File: src/rtl/c2d_pkg.sv
// Shared definitions for the convolution scan controller: FSM state encoding
// and the width helper used to size every counter and address port.
package c2d_pkg;

    typedef enum logic [1:0] {
        sIDLE = 2'd0,
        sRUN  = 2'd1,
        sEND  = 2'd2
    } c2d_state_t;

    // Bits needed to hold values 0..n-1, never less than one bit.
    function automatic int clog2_min1(input int n);
        int r;
        r = $clog2(n);
        return (r < 1) ? 1 : r;
    endfunction

endpackage

File: src/rtl/c2d_wrap_cnt.sv
// Modulo-MAX counter with a carry-style wrap flag so that counters can be
// chained: the wrap of one counter is the increment of the next.
module c2d_wrap_cnt
    import c2d_pkg::*;
#(
    parameter  int MAX = 4,
    localparam int W   = clog2_min1(MAX)
) (
    input  logic         iclk,
    input  logic         irst,
    input  logic         inc,
    input  logic         clr,
    output logic [W-1:0] value,
    output logic         wrap
);

    assign wrap = inc && (value == W'(MAX - 1));

    always_ff @(posedge iclk) begin
        if (irst || clr) begin
            value <= '0;
        end else if (inc) begin
            value <= wrap ? '0 : value + W'(1);
        end
    end

endmodule

File: src/rtl/c2d_scan_ctrl.sv
// Convolution scan controller: walks every kernel element of every output
// window and emits feature/kernel memory addresses to a MAC engine.
module c2d_scan_ctrl
    import c2d_pkg::*;
#(
    parameter  int pVEC_X  = 28,
    parameter  int pVEC_Y  = 28,
    parameter  int pKER_X  = 3,
    parameter  int pKER_Y  = 3,
    parameter  int pSTRIDE = 1,
    parameter  int pCH     = 1,
    localparam int lpOUT_X = (pVEC_X - pKER_X) / pSTRIDE + 1,
    localparam int lpOUT_Y = (pVEC_Y - pKER_Y) / pSTRIDE + 1,
    localparam int lpAW    = clog2_min1(pVEC_X * pVEC_Y * pCH),
    localparam int lpKW    = clog2_min1(pKER_X * pKER_Y * pCH),
    localparam int lpOXW   = clog2_min1(lpOUT_X),
    localparam int lpOYW   = clog2_min1(lpOUT_Y)
) (
    input  logic             iclk,
    input  logic             irst,
    input  logic             istart,
    input  logic             iabort,
    input  logic             iready,
    output logic             ocalc_en,
    output logic [lpAW-1:0]  oaddr,
    output logic [lpKW-1:0]  okaddr,
    output logic             ofirst,
    output logic             olast,
    output logic [lpOXW-1:0] owin_x,
    output logic [lpOYW-1:0] owin_y,
    output logic             obusy,
    output logic             odone,
    output logic [1:0]       odbg_state
);

    // Address steps taken when the given counter wraps into the next one.
    localparam int lpD_KY = pVEC_X - (pKER_X - 1);
    localparam int lpD_CH = pVEC_X * pVEC_Y - (pKER_Y - 1) * pVEC_X - (pKER_X - 1);
    localparam int lpD_WY = pSTRIDE * pVEC_X;

    localparam int lpKXW = clog2_min1(pKER_X);
    localparam int lpKYW = clog2_min1(pKER_Y);
    localparam int lpCHW = clog2_min1(pCH);

    c2d_state_t state, state_n;

    logic [lpKXW-1:0] kx_v;
    logic [lpKYW-1:0] ky_v;
    logic [lpCHW-1:0] ch_v;
    logic kx_wrap, ky_wrap, ch_wrap, wx_wrap, wy_wrap;
    logic adv, cnt_clr;

    logic [lpAW-1:0] addr_n, win_q, win_n, row_q, row_n;
    logic [lpKW-1:0] kaddr_n;

    // Handshake: an element is transferred on every rising edge where
    // ocalc_en && iready; while iready is low every output holds its value.
    assign adv     = ocalc_en && iready && !iabort;
    assign cnt_clr = iabort || (state == sIDLE);

    assign odbg_state = state;
    assign ofirst = ocalc_en && (kx_v == '0) && (ky_v == '0) && (ch_v == '0);
    assign olast  = ocalc_en && (kx_v == lpKXW'(pKER_X - 1))
                             && (ky_v == lpKYW'(pKER_Y - 1))
                             && (ch_v == lpCHW'(pCH - 1));

    c2d_wrap_cnt #(.MAX(pKER_X)) u_kx (
        .iclk(iclk), .irst(irst), .inc(adv), .clr(cnt_clr), .value(kx_v), .wrap(kx_wrap)
    );
    c2d_wrap_cnt #(.MAX(pKER_Y)) u_ky (
        .iclk(iclk), .irst(irst), .inc(kx_wrap), .clr(cnt_clr), .value(ky_v), .wrap(ky_wrap)
    );
    c2d_wrap_cnt #(.MAX(pCH)) u_ch (
        .iclk(iclk), .irst(irst), .inc(ky_wrap), .clr(cnt_clr), .value(ch_v), .wrap(ch_wrap)
    );
    c2d_wrap_cnt #(.MAX(lpOUT_X)) u_wx (
        .iclk(iclk), .irst(irst), .inc(ch_wrap), .clr(cnt_clr), .value(owin_x), .wrap(wx_wrap)
    );
    c2d_wrap_cnt #(.MAX(lpOUT_Y)) u_wy (
        .iclk(iclk), .irst(irst), .inc(wx_wrap), .clr(cnt_clr), .value(owin_y), .wrap(wy_wrap)
    );

    always_comb begin
        state_n = state;
        case (state)
            sIDLE:   if (istart) state_n = sRUN;
            sRUN:    if (adv && wy_wrap) state_n = sEND;
            sEND:    state_n = sIDLE;
            default: state_n = sIDLE;
        endcase
        if (iabort) state_n = sIDLE;
    end

    // Window origin (win_q) and window-row origin (row_q) let every address
    // step be a constant add instead of a multiply.
    always_comb begin
        addr_n  = oaddr;
        kaddr_n = okaddr;
        win_n   = win_q;
        row_n   = row_q;
        if (cnt_clr) begin
            addr_n  = '0;
            kaddr_n = '0;
            win_n   = '0;
            row_n   = '0;
        end else if (adv) begin
            kaddr_n = ch_wrap ? '0 : okaddr + lpKW'(1);
            if (!kx_wrap) begin
                addr_n = oaddr + lpAW'(1);
            end else if (!ky_wrap) begin
                addr_n = oaddr + lpAW'(lpD_KY);
            end else if (!ch_wrap) begin
                addr_n = oaddr + lpAW'(lpD_CH);
            end else if (!wx_wrap) begin
                win_n  = win_q + lpAW'(pSTRIDE);
                addr_n = win_n;
            end else if (!wy_wrap) begin
                row_n  = row_q + lpAW'(lpD_WY);
                win_n  = row_n;
                addr_n = row_n;
            end else begin
                addr_n = '0;
                win_n  = '0;
                row_n  = '0;
            end
        end
    end

    always_ff @(posedge iclk) begin
        if (irst) begin
            state    <= sIDLE;
            ocalc_en <= 1'b0;
            obusy    <= 1'b0;
            odone    <= 1'b0;
            oaddr    <= '0;
            okaddr   <= '0;
            win_q    <= '0;
            row_q    <= '0;
        end else begin
            state    <= state_n;
            ocalc_en <= (state_n == sRUN);
            obusy    <= (state_n != sIDLE);
            odone    <= (state_n == sEND);
            oaddr    <= addr_n;
            okaddr   <= kaddr_n;
            win_q    <= win_n;
            row_q    <= row_n;
        end
    end

endmodule
File: config.mk
export PLATFORM = sky130hd
export DESIGN_NAME = c2d_scan_ctrl
export DESIGN_NICKNAME = d
export VERILOG_FILES = /design/src/rtl/c2d_pkg.sv /design/src/rtl/c2d_wrap_cnt.sv /design/src/rtl/c2d_scan_ctrl.sv
export SDC_FILE = /design/constraint.sdc
export NUM_CORES = 1
export LEC_CHECK = 0
export CAP_MARGIN = 20
export CORE_UTILIZATION = 46
export CTS_CLUSTER_DIAMETER = 60
export CTS_CLUSTER_SIZE = 12
export DETAILED_ROUTE_END_ITERATION = 16
export GPL_TIMING_DRIVEN = 0
export HOLD_SLACK_MARGIN = 0.03
export PLACE_DENSITY = 0.67
export SLEW_MARGIN = 15
export SYNTH_ARGS = -nofsm -noshare
export SYNTH_HDL_FRONTEND = slang
export SYNTH_SLANG_ARGS = --single-unit
export TNS_END_PERCENT = 5
File: constraint.sdc
create_clock -name iclk -period 5.8 [get_ports iclk]
set_input_delay 1.16 -clock iclk [delete_from_list [all_inputs] [get_ports iclk]]
set_output_delay 1.16 -clock iclk [all_outputs]
set_load 0.05 [all_outputs]
==> results of run 1 <==
==> synthesized netlist by cell type, drive strengths merged, types with 3 or more instances <==
| cell | count |
|---|---|
| buf | 12 |
| nand4b | 4 |
| a211oi | 5 |
| nor2b | 5 |
| and4b | 3 |
| xor2 | 13 |
| o22ai | 5 |
| dfxtp | 54 |
| o31ai | 3 |
| nand2 | 40 |
| o21ai | 32 |
| nand3 | 10 |
| and2 | 4 |
| ha | 12 |
| clkbuf | 12 |
| nand2b | 3 |
| or3 | 6 |
| nor2 | 42 |
| nand4 | 12 |
| a31oi | 4 |
| a21oi | 32 |
| inv | 13 |
| o221ai | 4 |
| mux2i | 3 |
| nor4 | 3 |
| and3 | 5 |
| o211ai | 3 |
| nor3 | 12 |
| nand3b | 5 |
| o21a | 5 |
| xnor2 | 9 |
==> flip-flops by register name, indices dropped and copies added (netlist names) <==
signal	cells
u_kx.value	2
oaddr	10
odbg_state	2
win_q	10
ocalc_en	1
u_ch.value	1
u_wy.value	5
obusy	1
row_q	10
okaddr	4
odone	1
u_wx.value	5
u_ky.value	2
==> layer usage <==
layer  share of wire  track usage  vias up
li1                -            -     1576
met1            0.44        0.330     1551
met2            0.46        0.405      150
met3           0.063       0.0371       29
met4           0.033        0.136        0
met5               0            0        -
==> power breakdown <==
part	switching, mW	leakage, nW	total, mW	internal, mW
sequential	0.00123	0.435	0.373	0.372
clock	0.141	0.0408	0.228	0.0867
combinational	0.0125	0.812	0.0194	0.00696
total	0.154	1.29	0.620	0.465
==> layout make-up <==
type,count,area (um2),share of cell area
Inverter,13,48.8,0.0128
Tap cell,96,120,0.0314
Sequential cell,54,1080,0.283
Clock inverter,3,23.8,0.00622
Clock buffer,5,68.8,0.0180
Timing Repair Buffer,35,350,0.0916
Buffer,24,108,0.0281
Multi-Input combinational cell,319,2020,0.529
==> worst max-delay path by stage <==
stage | to | slack (ps) | cells past startpoint
6_report | olast | 2050 | 6
2_1_floorplan | ofirst | 2390 | 2
3_3_place_gp | oaddr[8] | 2380 | 7
3_5_place_dp | win_q[6] | 2380 | 8
5_1_grt | olast | 1950 | 6
4_1_cts | olast | 2080 | 6
==> worst min-delay path, stage by stage, from the launching register on <==
cell and delay (ps):
dfxtp_1 310, inv_1 60, nor2_1 40
==> kinds of logic (layout without fill, tap and decap cells) <==
logic type | Yosys count | after routing
AOI/OAI and AO/OA | 117 | 117
xor gates and xnor gates | 22 | 22
adders and majority gates | 12 | 12
buffers and inverters | 37 | 80
DFF | 54 | 54
muxes | 4 | 4
and+or+nand+nor | 164 | 164
==> through the flow <==
| stage | util | cell area, um2 |
|---|---|---|
| floorplan | - | 3260 |
| global placement | 0.546 | 3730 |
| detailed placement | 0.546 | 3730 |
| CTS | 0.560 | 3820 |
| global route | 0.560 | 3820 |
| finish | 0.560 | 3820 |
==> impl_metrics.env, run 1 <==
export IMPL_status="finished, final reports clean"
export IMPL_ioPinCount=36
export IMPL_criticalPathCategory="flop to output pin"
export IMPL_finalCritPeriodShare=0.646
export IMPL_finalNonFillerCells=549
export IMPL_synth_edff_count=0
export IMPL_ant_nets=0
export IMPL_numCtsBuffers=5
export IMPL_r2r_start="u_kx.value[0]"
export IMPL_clk_latency_ps=330
export IMPL_dieArea_um2=7430
export IMPL_vias=3306
export IMPL_grt_max_degree=19
export IMPL_cp_required_ps=4640
export IMPL_synth_ff_type="dfxtp_1"
export IMPL_clock_path_buffers=2
export IMPL_hold_end="row_q[1]"
export IMPL_synth_top_family_by_area="simple AND/OR/NAND/NOR gates"
export IMPL_syn_nets=427
export IMPL_overflow=0
export IMPL_core_rowCount=30
export IMPL_dr_first_iter_drc_count=353
export IMPL_max_stage_delay_ps=790
export IMPL_critPathLaunch="u_kx.value[0]"
export IMPL_antenna_found_initial=0
export IMPL_critical_path_slowest_cell="clkdlybuf4s50_1"
export IMPL_synth_compound_area_frac=0.229
export IMPL_fmax_mhz=267
export IMPL_r2r_slack_ps=3420
export IMPL_ys_async_sr_fraction=0
export IMPL_syn_instance_count=410
export IMPL_yosys_area_share_simple=0.273
export IMPL_htreeDepth=2
export IMPL_r2r_end="u_wy.value[2]"
export IMPL_yosysUniqueCellTypes=71
export IMPL_routed_wirelength_um=9280
export IMPL_final_max_slew_viol_count=0
export IMPL_p_per_area_nw_per_um2=162
export IMPL_core_um2=6830
export IMPL_worstHoldPathType="flop to flop"
export IMPL_path_max_fanout=10
export IMPL_viasPerCell=6.02
export IMPL_mostFrequentLayoutCell="dfxtp_1"
export IMPL_cts_tree="done"
export IMPL_gp_congestion=0.931
export IMPL_leakagePower_nw=1.29
export IMPL_nFillCells=662
export IMPL_drive_gt1_frac=0.0751
export IMPL_port_buffers=35
export IMPL_wire_per_inst_um=16.9
export IMPL_dp_slack_ps=2380
export IMPL_drv_cap=0
export IMPL_slew_headroom=0.368
export IMPL_synth_warnings=0
export IMPL_synthMuxAreaShare=0.0127
export IMPL_synthAdderAreaFrac=0.0460
export IMPL_fin_ws_ps=2050
export IMPL_netlist_top_cells_area="dfxtp_1 (33%), a21oi_1 (4.9%), nor2_1 (4.7%)"
export IMPL_reg2reg_depth=8
export IMPL_tns_ps=0
export IMPL_grt_use_total=0.253
export IMPL_holdWs_ps=444
export IMPL_yosysSeqAreaShare=0.332
export IMPL_cts_root_buf="clkbuf_8"
export IMPL_hold_viol=0
export IMPL_clk_pin_slew_ps=110
export IMPL_cts_resized_gates=0
export IMPL_worst_slew_pin_slew_ps=942
export IMPL_nNetsFinal=469
export IMPL_synth_xor_area_share=0.0591
export IMPL_placedCellCount=541
export IMPL_grt_pass1_vias=2920
export IMPL_ys_seq_elements=54
export IMPL_startpoint_type="flop"
export IMPL_die_x_um=86.2
export IMPL_drtPass1Iterations=5
export IMPL_start_util=0.477
export IMPL_setup_viol=0
export IMPL_total_power_mw=0.620
export IMPL_holdBufCountCts=0
export IMPL_rsz0062_at_grt="false"
export IMPL_post_cts_setup_buffers=0
export IMPL_syn_to_final_growth_pct=17.3
export IMPL_yosys_area_top_type_share=0.332
export IMPL_mostFrequentLayoutCells="dfxtp_1 (54), nor2_1 (41), nand2_1 (39)"
export IMPL_syn_area_um2=3260
export IMPL_vdd_drop_max_v=0.000119
export IMPL_period_needed_ps=3750
export IMPL_syn_area_per_cell_um2=7.95
export IMPL_crit_family="buffers and inverters"
export IMPL_worstSetupEndpointType="output pin"
export IMPL_holdPathStages=2
export IMPL_synth_area_leader_cell="dfxtp_1"
export IMPL_crit_chain="inv_1, ha_1, buf_2, clkbuf_1, and3_1, clkdlybuf4s50_1"
export IMPL_cp_num_buf_inv=4
export IMPL_die_h_um=86.2
export IMPL_cts_sinks=54
export IMPL_hp_start="row_q[1]"
export IMPL_grt_pass1_wl_um=14800
export IMPL_drcViolationCount=0
export IMPL_antenna_cells=0
export IMPL_final_setup_skew_ps=6.18
export IMPL_worstPathArrival_ps=2590
export IMPL_hpwl_um=6510
Power figures use the tool's default switching activity.
==> run 2: changes to the inputs <==
Clock period 5.8 ns to 3.72 ns, I/O delays scaled along.
==> results of run 2 <==
Same layout as run 1 (identical final DEF). Status: finished, final reports clean.
Main changes from that run: setup slack after placement 2380 ps -> 713 ps; setup slack after layout 2050 ps -> 390 ps; register-to-register setup slack 3420 ps -> 1340 ps; total power 0.620 mW -> 0.966 mW; worst IR drop on VDD 0.000119 V -> 0.000185 V
